$ cat config.mk
export PLATFORM = sky130hd
export DESIGN_NAME = mem_1024x8_sp_arbiter_flat
export DESIGN_NICKNAME = d
export VERILOG_FILES = /design/src/rtl/mem_1024x8_sp_arbiter_if.sv /design/src/rtl/mem_1024x8_sp_arbiter.sv /design/src/flat_wrapper.sv
export SDC_FILE = /design/constraint.sdc
export NUM_CORES = 1
export LEC_CHECK = 0
export BUFFER_PORTS_ARGS = -buffer_cell sky130_fd_sc_hd__buf_2
export CAP_MARGIN = 40
export CORE_ASPECT_RATIO = 0.7
export CORE_UTILIZATION = 25
export CTS_CLUSTER_DIAMETER = 150
export CTS_CLUSTER_SIZE = 14
export DETAILED_ROUTE_END_ITERATION = 16
export PLACE_DENSITY_LB_ADDON = 0.25
export SETUP_SLACK_MARGIN = 0.02
export SYNTH_ARGS = -nofsm -noshare
export SYNTH_HDL_FRONTEND = slang
export SYNTH_SLANG_ARGS = --single-unit
$ cat constraint.sdc
create_clock -name clk -period 1.25 [get_ports clk]
set_clock_uncertainty 0.2 [all_clocks]
set_input_delay 0.125 -clock clk [delete_from_list [all_inputs] [get_ports clk]]
set_output_delay 0.125 -clock clk [all_outputs]
set_load 0.01 [all_outputs]
$ cat src/rtl/mem_1024x8_sp_arbiter_if.sv
// Requester A/B request buses plus the single-port RAM port of mem_1024x8_sp_arbiter.
// slave = arbiter side; master = requesters and RAM side.
interface mem_1024x8_sp_arbiter_if #(
  parameter int ADDR_W = 10,
  parameter int DATA_W = 8
);
  logic              a_req;
  logic              a_wen;
  logic [ADDR_W-1:0] a_addr;
  logic [DATA_W-1:0] a_wdata;
  logic              a_gnt;
  logic              a_rvalid;
  logic [DATA_W-1:0] a_rdata;

  logic              b_req;
  logic              b_wen;
  logic [ADDR_W-1:0] b_addr;
  logic [DATA_W-1:0] b_wdata;
  logic              b_gnt;
  logic              b_rvalid;
  logic [DATA_W-1:0] b_rdata;

  logic [ADDR_W-1:0] mem_addr;
  logic [DATA_W-1:0] mem_d_in;
  logic              mem_wen;
  logic [DATA_W-1:0] mem_d_out;
  logic              busy;

  modport slave (
    input  a_req, a_wen, a_addr, a_wdata,
    input  b_req, b_wen, b_addr, b_wdata,
    input  mem_d_out,
    output a_gnt, a_rvalid, a_rdata,
    output b_gnt, b_rvalid, b_rdata,
    output mem_addr, mem_d_in, mem_wen, busy
  );

  modport master (
    output a_req, a_wen, a_addr, a_wdata,
    output b_req, b_wen, b_addr, b_wdata,
    output mem_d_out,
    input  a_gnt, a_rvalid, a_rdata,
    input  b_gnt, b_rvalid, b_rdata,
    input  mem_addr, mem_d_in, mem_wen, busy
  );
endinterface

$ cat src/rtl/mem_1024x8_sp_arbiter.sv
// Two-requester round-robin arbiter in front of a single-port RAM.
// Optional post-reset zero-fill sweep is enabled by defining MEM_ARB_CLEAR_EN.
module mem_1024x8_sp_arbiter #(
  parameter int ADDR_W = 10,
  parameter int DATA_W = 8
) (
  input logic clk,
  input logic reset,
  mem_1024x8_sp_arbiter_if.slave bus
);

  // Handshake: x_req is held until x_gnt; x_gnt is combinational and the RAM
  // access happens in that same cycle. A read grant is answered by a one-cycle
  // x_rvalid pulse in the following cycle with x_rdata taken from the RAM.
  logic              prio_b;
  logic              clearing;
  logic [ADDR_W-1:0] sweep_addr;
  logic              a_gnt;
  logic              b_gnt;
  logic              a_rvalid;
  logic              b_rvalid;

`ifdef MEM_ARB_CLEAR_EN
  typedef enum logic {CLEAR, RUN} state_t;
  state_t            state;
  state_t            state_next;
  logic [ADDR_W-1:0] count;
  logic [ADDR_W-1:0] count_next;

  always_ff @(posedge clk or posedge reset) begin
    if (reset) begin
      state <= CLEAR;
      count <= '0;
    end else begin
      state <= state_next;
      count <= count_next;
    end
  end

  always_comb begin
    state_next = state;
    count_next = count;
    if (state == CLEAR) begin
      count_next = count + 1'b1;
      if (count == {ADDR_W{1'b1}}) state_next = RUN;
    end
  end

  assign clearing   = (state == CLEAR);
  assign sweep_addr = count;
`else
  assign clearing   = 1'b0;
  assign sweep_addr = '0;
`endif

  always_comb begin
    a_gnt        = 1'b0;
    b_gnt        = 1'b0;
    bus.mem_addr = '0;
    bus.mem_d_in = '0;
    bus.mem_wen  = 1'b0;
    if (!reset) begin
      if (clearing) begin
        bus.mem_addr = sweep_addr;
        bus.mem_wen  = 1'b1;
      end else if (bus.a_req && (!bus.b_req || !prio_b)) begin
        a_gnt        = 1'b1;
        bus.mem_addr = bus.a_addr;
        bus.mem_d_in = bus.a_wdata;
        bus.mem_wen  = bus.a_wen;
      end else if (bus.b_req) begin
        b_gnt        = 1'b1;
        bus.mem_addr = bus.b_addr;
        bus.mem_d_in = bus.b_wdata;
        bus.mem_wen  = bus.b_wen;
      end
    end
  end

  // Priority always passes to the side that was not just served.
  always_ff @(posedge clk or posedge reset) begin
    if (reset) begin
      prio_b   <= 1'b0;
      a_rvalid <= 1'b0;
      b_rvalid <= 1'b0;
    end else begin
      a_rvalid <= a_gnt & ~bus.a_wen;
      b_rvalid <= b_gnt & ~bus.b_wen;
      if (a_gnt)      prio_b <= 1'b1;
      else if (b_gnt) prio_b <= 1'b0;
    end
  end

  assign bus.a_gnt    = a_gnt;
  assign bus.b_gnt    = b_gnt;
  assign bus.a_rvalid = a_rvalid;
  assign bus.b_rvalid = b_rvalid;
  assign bus.a_rdata  = bus.mem_d_out;
  assign bus.b_rdata  = bus.mem_d_out;
  assign bus.busy     = clearing;

endmodule

$ cat src/flat_wrapper.sv
// flat-port wrapper written by rule: the top's interface ports become plain ports
module mem_1024x8_sp_arbiter_flat 
#(
  parameter int ADDR_W = 10,
  parameter int DATA_W = 8
)
  (clk, reset, bus_a_req, bus_a_wen, bus_a_addr, bus_a_wdata, bus_b_req, bus_b_wen, bus_b_addr, bus_b_wdata, bus_mem_d_out, bus_a_gnt, bus_a_rvalid, bus_a_rdata, bus_b_gnt, bus_b_rvalid, bus_b_rdata, bus_mem_addr, bus_mem_d_in, bus_mem_wen, bus_busy);
  mem_1024x8_sp_arbiter_if #(.ADDR_W(ADDR_W), .DATA_W(DATA_W)) bus_i ();
  input logic clk;
  input logic reset;
  input wire logic [$bits(bus_i.a_req)-1:0] bus_a_req;
  input wire logic [$bits(bus_i.a_wen)-1:0] bus_a_wen;
  input wire logic [$bits(bus_i.a_addr)-1:0] bus_a_addr;
  input wire logic [$bits(bus_i.a_wdata)-1:0] bus_a_wdata;
  input wire logic [$bits(bus_i.b_req)-1:0] bus_b_req;
  input wire logic [$bits(bus_i.b_wen)-1:0] bus_b_wen;
  input wire logic [$bits(bus_i.b_addr)-1:0] bus_b_addr;
  input wire logic [$bits(bus_i.b_wdata)-1:0] bus_b_wdata;
  input wire logic [$bits(bus_i.mem_d_out)-1:0] bus_mem_d_out;
  output wire logic [$bits(bus_i.a_gnt)-1:0] bus_a_gnt;
  output wire logic [$bits(bus_i.a_rvalid)-1:0] bus_a_rvalid;
  output wire logic [$bits(bus_i.a_rdata)-1:0] bus_a_rdata;
  output wire logic [$bits(bus_i.b_gnt)-1:0] bus_b_gnt;
  output wire logic [$bits(bus_i.b_rvalid)-1:0] bus_b_rvalid;
  output wire logic [$bits(bus_i.b_rdata)-1:0] bus_b_rdata;
  output wire logic [$bits(bus_i.mem_addr)-1:0] bus_mem_addr;
  output wire logic [$bits(bus_i.mem_d_in)-1:0] bus_mem_d_in;
  output wire logic [$bits(bus_i.mem_wen)-1:0] bus_mem_wen;
  output wire logic [$bits(bus_i.busy)-1:0] bus_busy;
  assign bus_i.a_req = bus_a_req;
  assign bus_i.a_wen = bus_a_wen;
  assign bus_i.a_addr = bus_a_addr;
  assign bus_i.a_wdata = bus_a_wdata;
  assign bus_i.b_req = bus_b_req;
  assign bus_i.b_wen = bus_b_wen;
  assign bus_i.b_addr = bus_b_addr;
  assign bus_i.b_wdata = bus_b_wdata;
  assign bus_i.mem_d_out = bus_mem_d_out;
  assign bus_a_gnt = bus_i.a_gnt;
  assign bus_a_rvalid = bus_i.a_rvalid;
  assign bus_a_rdata = bus_i.a_rdata;
  assign bus_b_gnt = bus_i.b_gnt;
  assign bus_b_rvalid = bus_i.b_rvalid;
  assign bus_b_rdata = bus_i.b_rdata;
  assign bus_mem_addr = bus_i.mem_addr;
  assign bus_mem_d_in = bus_i.mem_d_in;
  assign bus_mem_wen = bus_i.mem_wen;
  assign bus_busy = bus_i.busy;
  mem_1024x8_sp_arbiter #(.ADDR_W(ADDR_W), .DATA_W(DATA_W)) u_core (.clk(clk), .reset(reset), .bus(bus_i));
endmodule
==> flow_summary.toml <==
[status]
status = "finished with violations"
violations = "setup timing"

[floorplan]
die_area_um2 = 2420
fp-row-count = 13
initial_utilization_pct = 28.3
core-area_um2 = 1970
die_w_um = 58.4
die_y_um = 41.5
ios = 90

[global_route]
grt-ovfl-total = 0
grt_pass1_wl_mm = 2.98
grt_max_degree = 16
grt_use_total_pct = 15.1
antenna_found_initial = 0
grt_pass1_vias = 705

[logic_synthesis]
ys_top_cells_by_area = "a32oi_1 30%, buf_4 26%, dfrtp_1 13%"
ys_types = 15
ys_ff_latch = 3
synth_edf_count = 0
synth_top_area_cell = "a32oi_1"
ys_seq_area_share_pct = 13.5
synth_top_family_by_area = "compound AO/OA/AOI/OAI gates"
muxShareOfSynthArea_pct = 0
synth_nets = 127
synth_top_area_share_pct = 29.9
synth-xor-area-share_pct = 0
synthArstFlopShare_pct = 100
synth_area_um2 = 557
synth-warning-count = 0
syn-mean-instance-area_um2 = 7.23
synthCells = 77
synth_compound_area_share_pct = 35.1
synthAdderAreaFrac_pct = 0
ys.flop_type = "dfrtp_1"
synth-simple-area-share_pct = 20.7

[layout]
fin_nets = 186
area_growth_pct = 71.7
fill_cells = 199
drive_gt1_share_pct = 61.5
n_antenna_cell = 0

[sta]
fmax_mhz = 596
drv_slew = 0
setup_ws_ns = -0.427
finalHoldViolations = 0
post-route-min-period_ns = 1.68
setup_viol = 24
rsz0062_at_grt = "true"
period_share_pct = 134
fin_setup_tns_ns = -8.53

[flow_run]
drv_cap = 0

[cts]
clock_latency_ns = 0.24
cts_root_buf = "clkbuf_4"
cts_buffer_depth = 2
cts_htree_levels = 1
numCtsBuffers = 3
clkTransAtPathRegs_ns = 0.04
numClockSinks = 3
cts_tree = "yes"

[setup_path]
cp_max_fo = 15
arrival_ns = 1.35
cp_data_required_time_ns = 0.93
crit_path_end_kind = "output port"
path_class = "register to output port"
critical_path.startpoint_type = "register"

[power]
leakagePower_nw = 0.526
ir_drop_v = 0.000301
power_density_nw_per_um2 = 749

[min_path]
worstHoldPathType = "primary input to register"

[routing]
wl_mm = 1.83
wl_per_cell_um = 11.1
first_iter_violations = 13
drtPass1Iterations = 4
antenna_left = 0
drc = 0
viasPerCell = 4.67
routed-via-count = 771

[placed_design]
portBuffers = 64
dp_hpwl_mm = 1.48
place.gp.congestion = 0.732
pre_cts_ws_ns = -0.202
==> cells in the mapped netlist, types with 2 or more instances <==
library cell,count
a32oi_1,19
buf_4,19
nor2_1,19
clkbuf_1,3
dfrtp_1,3
nand2b_1,3
and2b_1,2
buf_2,2
==> cells in the final DEF (no fill, tap or decap), drive strengths merged <==
cell         count
buf             75
nor2            19
a32oi           19
clkbuf           4
dlygate4sd3      3
dfrtp            3
nand2b           3
and2b            2
a21oi            1
nand2            1
o21ai            1
a21boi           1
inv              1
nor2b            1
conb             1
==> per-layer routing <==
layer / track usage, % / vias up / share of wire (%)
li1: - / 382 / -
met3: 4.98 / 3 / 7.5
met4: 1.43 / 0 / 0.87
met5: 0 / - / 0
met1: 17.6 / 356 / 38
met2: 27.6 / 30 / 53
==> report_power, final <==
group / switching, mW / internal, mW
logic: 0.192 / 0.235
clock network: 0.0572 / 0.120
registers: 0.00512 / 0.107
total: 0.254 / 0.462
==> critical path, cell delays in order (launching register included) <==
cell and delay (ns):
dfrtp_1 0.38, buf_6 0.13, a21boi_4 0.16, buf_12 0.16
a32oi_1 0.06, nor2_1 0.09, buf_2 0.13
==> state kept, by name, summed over array words and instances (netlist names) <==
signal / cells
u_core.bus.a_rvalid: 1
u_core.bus.b_rvalid: 1
u_core.prio_b: 1
==> logic make-up after synthesis <==
kind of cell / after synthesis
and+or+nand+nor: 26
buffers and inverters: 25
AOI/OAI and AO/OA: 22
DFF: 3
other: 1
==> final cells by class <==
class / count / area (um2) / area share, %
flip-flops and latches: 3 / 75.1 / 7.85
repair buffers: 78 / 473 / 49.5
multi-input cells: 49 / 340 / 35.6
well taps: 30 / 37.5 / 3.93
clock buffers: 4 / 26.3 / 2.75
inverters: 1 / 3.75 / 0.393
==> what timing repair did <==
| action | 4_1_cts | 5_1_grt |
|---|---|---|
| endpoints found under the hold margin | 5 | 0 |
| buffers inserted | 1 | 2 |
| pin swaps | 1 | 4 |
| hold buffers | 3 | 0 |
| endpoints found under the setup margin | 22 | 22 |
| gates resized for setup | 5 | 4 |
==> per-stage QoR <==
step / hold WS, ns / total power [mW] / util, % / cells / cell area [um2]
after CTS: 0.0501 / 0.691 / 46.9 / 163 / 922
after global placement: -0.132 / 0.466 / 42.5 / 155 / 836
after global routing: 0.0500 / 0.775 / 48.6 / 165 / 956
after floorplan: -0.111 / 0.347 / - / 77 / 561
after detailed placement: -0.130 / 0.470 / 42.5 / 155 / 836
final: 0.0444 / 0.716 / 48.6 / 165 / 956
==> path summary, 6_finish.rpt <==
path / start / endpoint / slack [ns] / depth (start not counted)
worst max register to register: u_core.prio_b$_DFFE_PP0P_ / u_core.bus.b_rvalid$_DFF_PP0_ / -0.06 / 4
worst max-delay path: u_core.prio_b$_DFFE_PP0P_ / bus_mem_addr[1] / -0.43 / 6
min in group asynchronous: reset / u_core.prio_b$_DFFE_PP0P_ / 0.19 / 3
worst min register to register: u_core.prio_b$_DFFE_PP0P_ / u_core.prio_b$_DFFE_PP0P_ / 0.65 / 5
worst min-delay path: bus_a_req / u_core.prio_b$_DFFE_PP0P_ / 0.04 / 3
max in group asynchronous: reset / u_core.bus.b_rvalid$_DFF_PP0_ / 0.52 / 3
No activity file was read; power rests on OpenSTA's default activity.
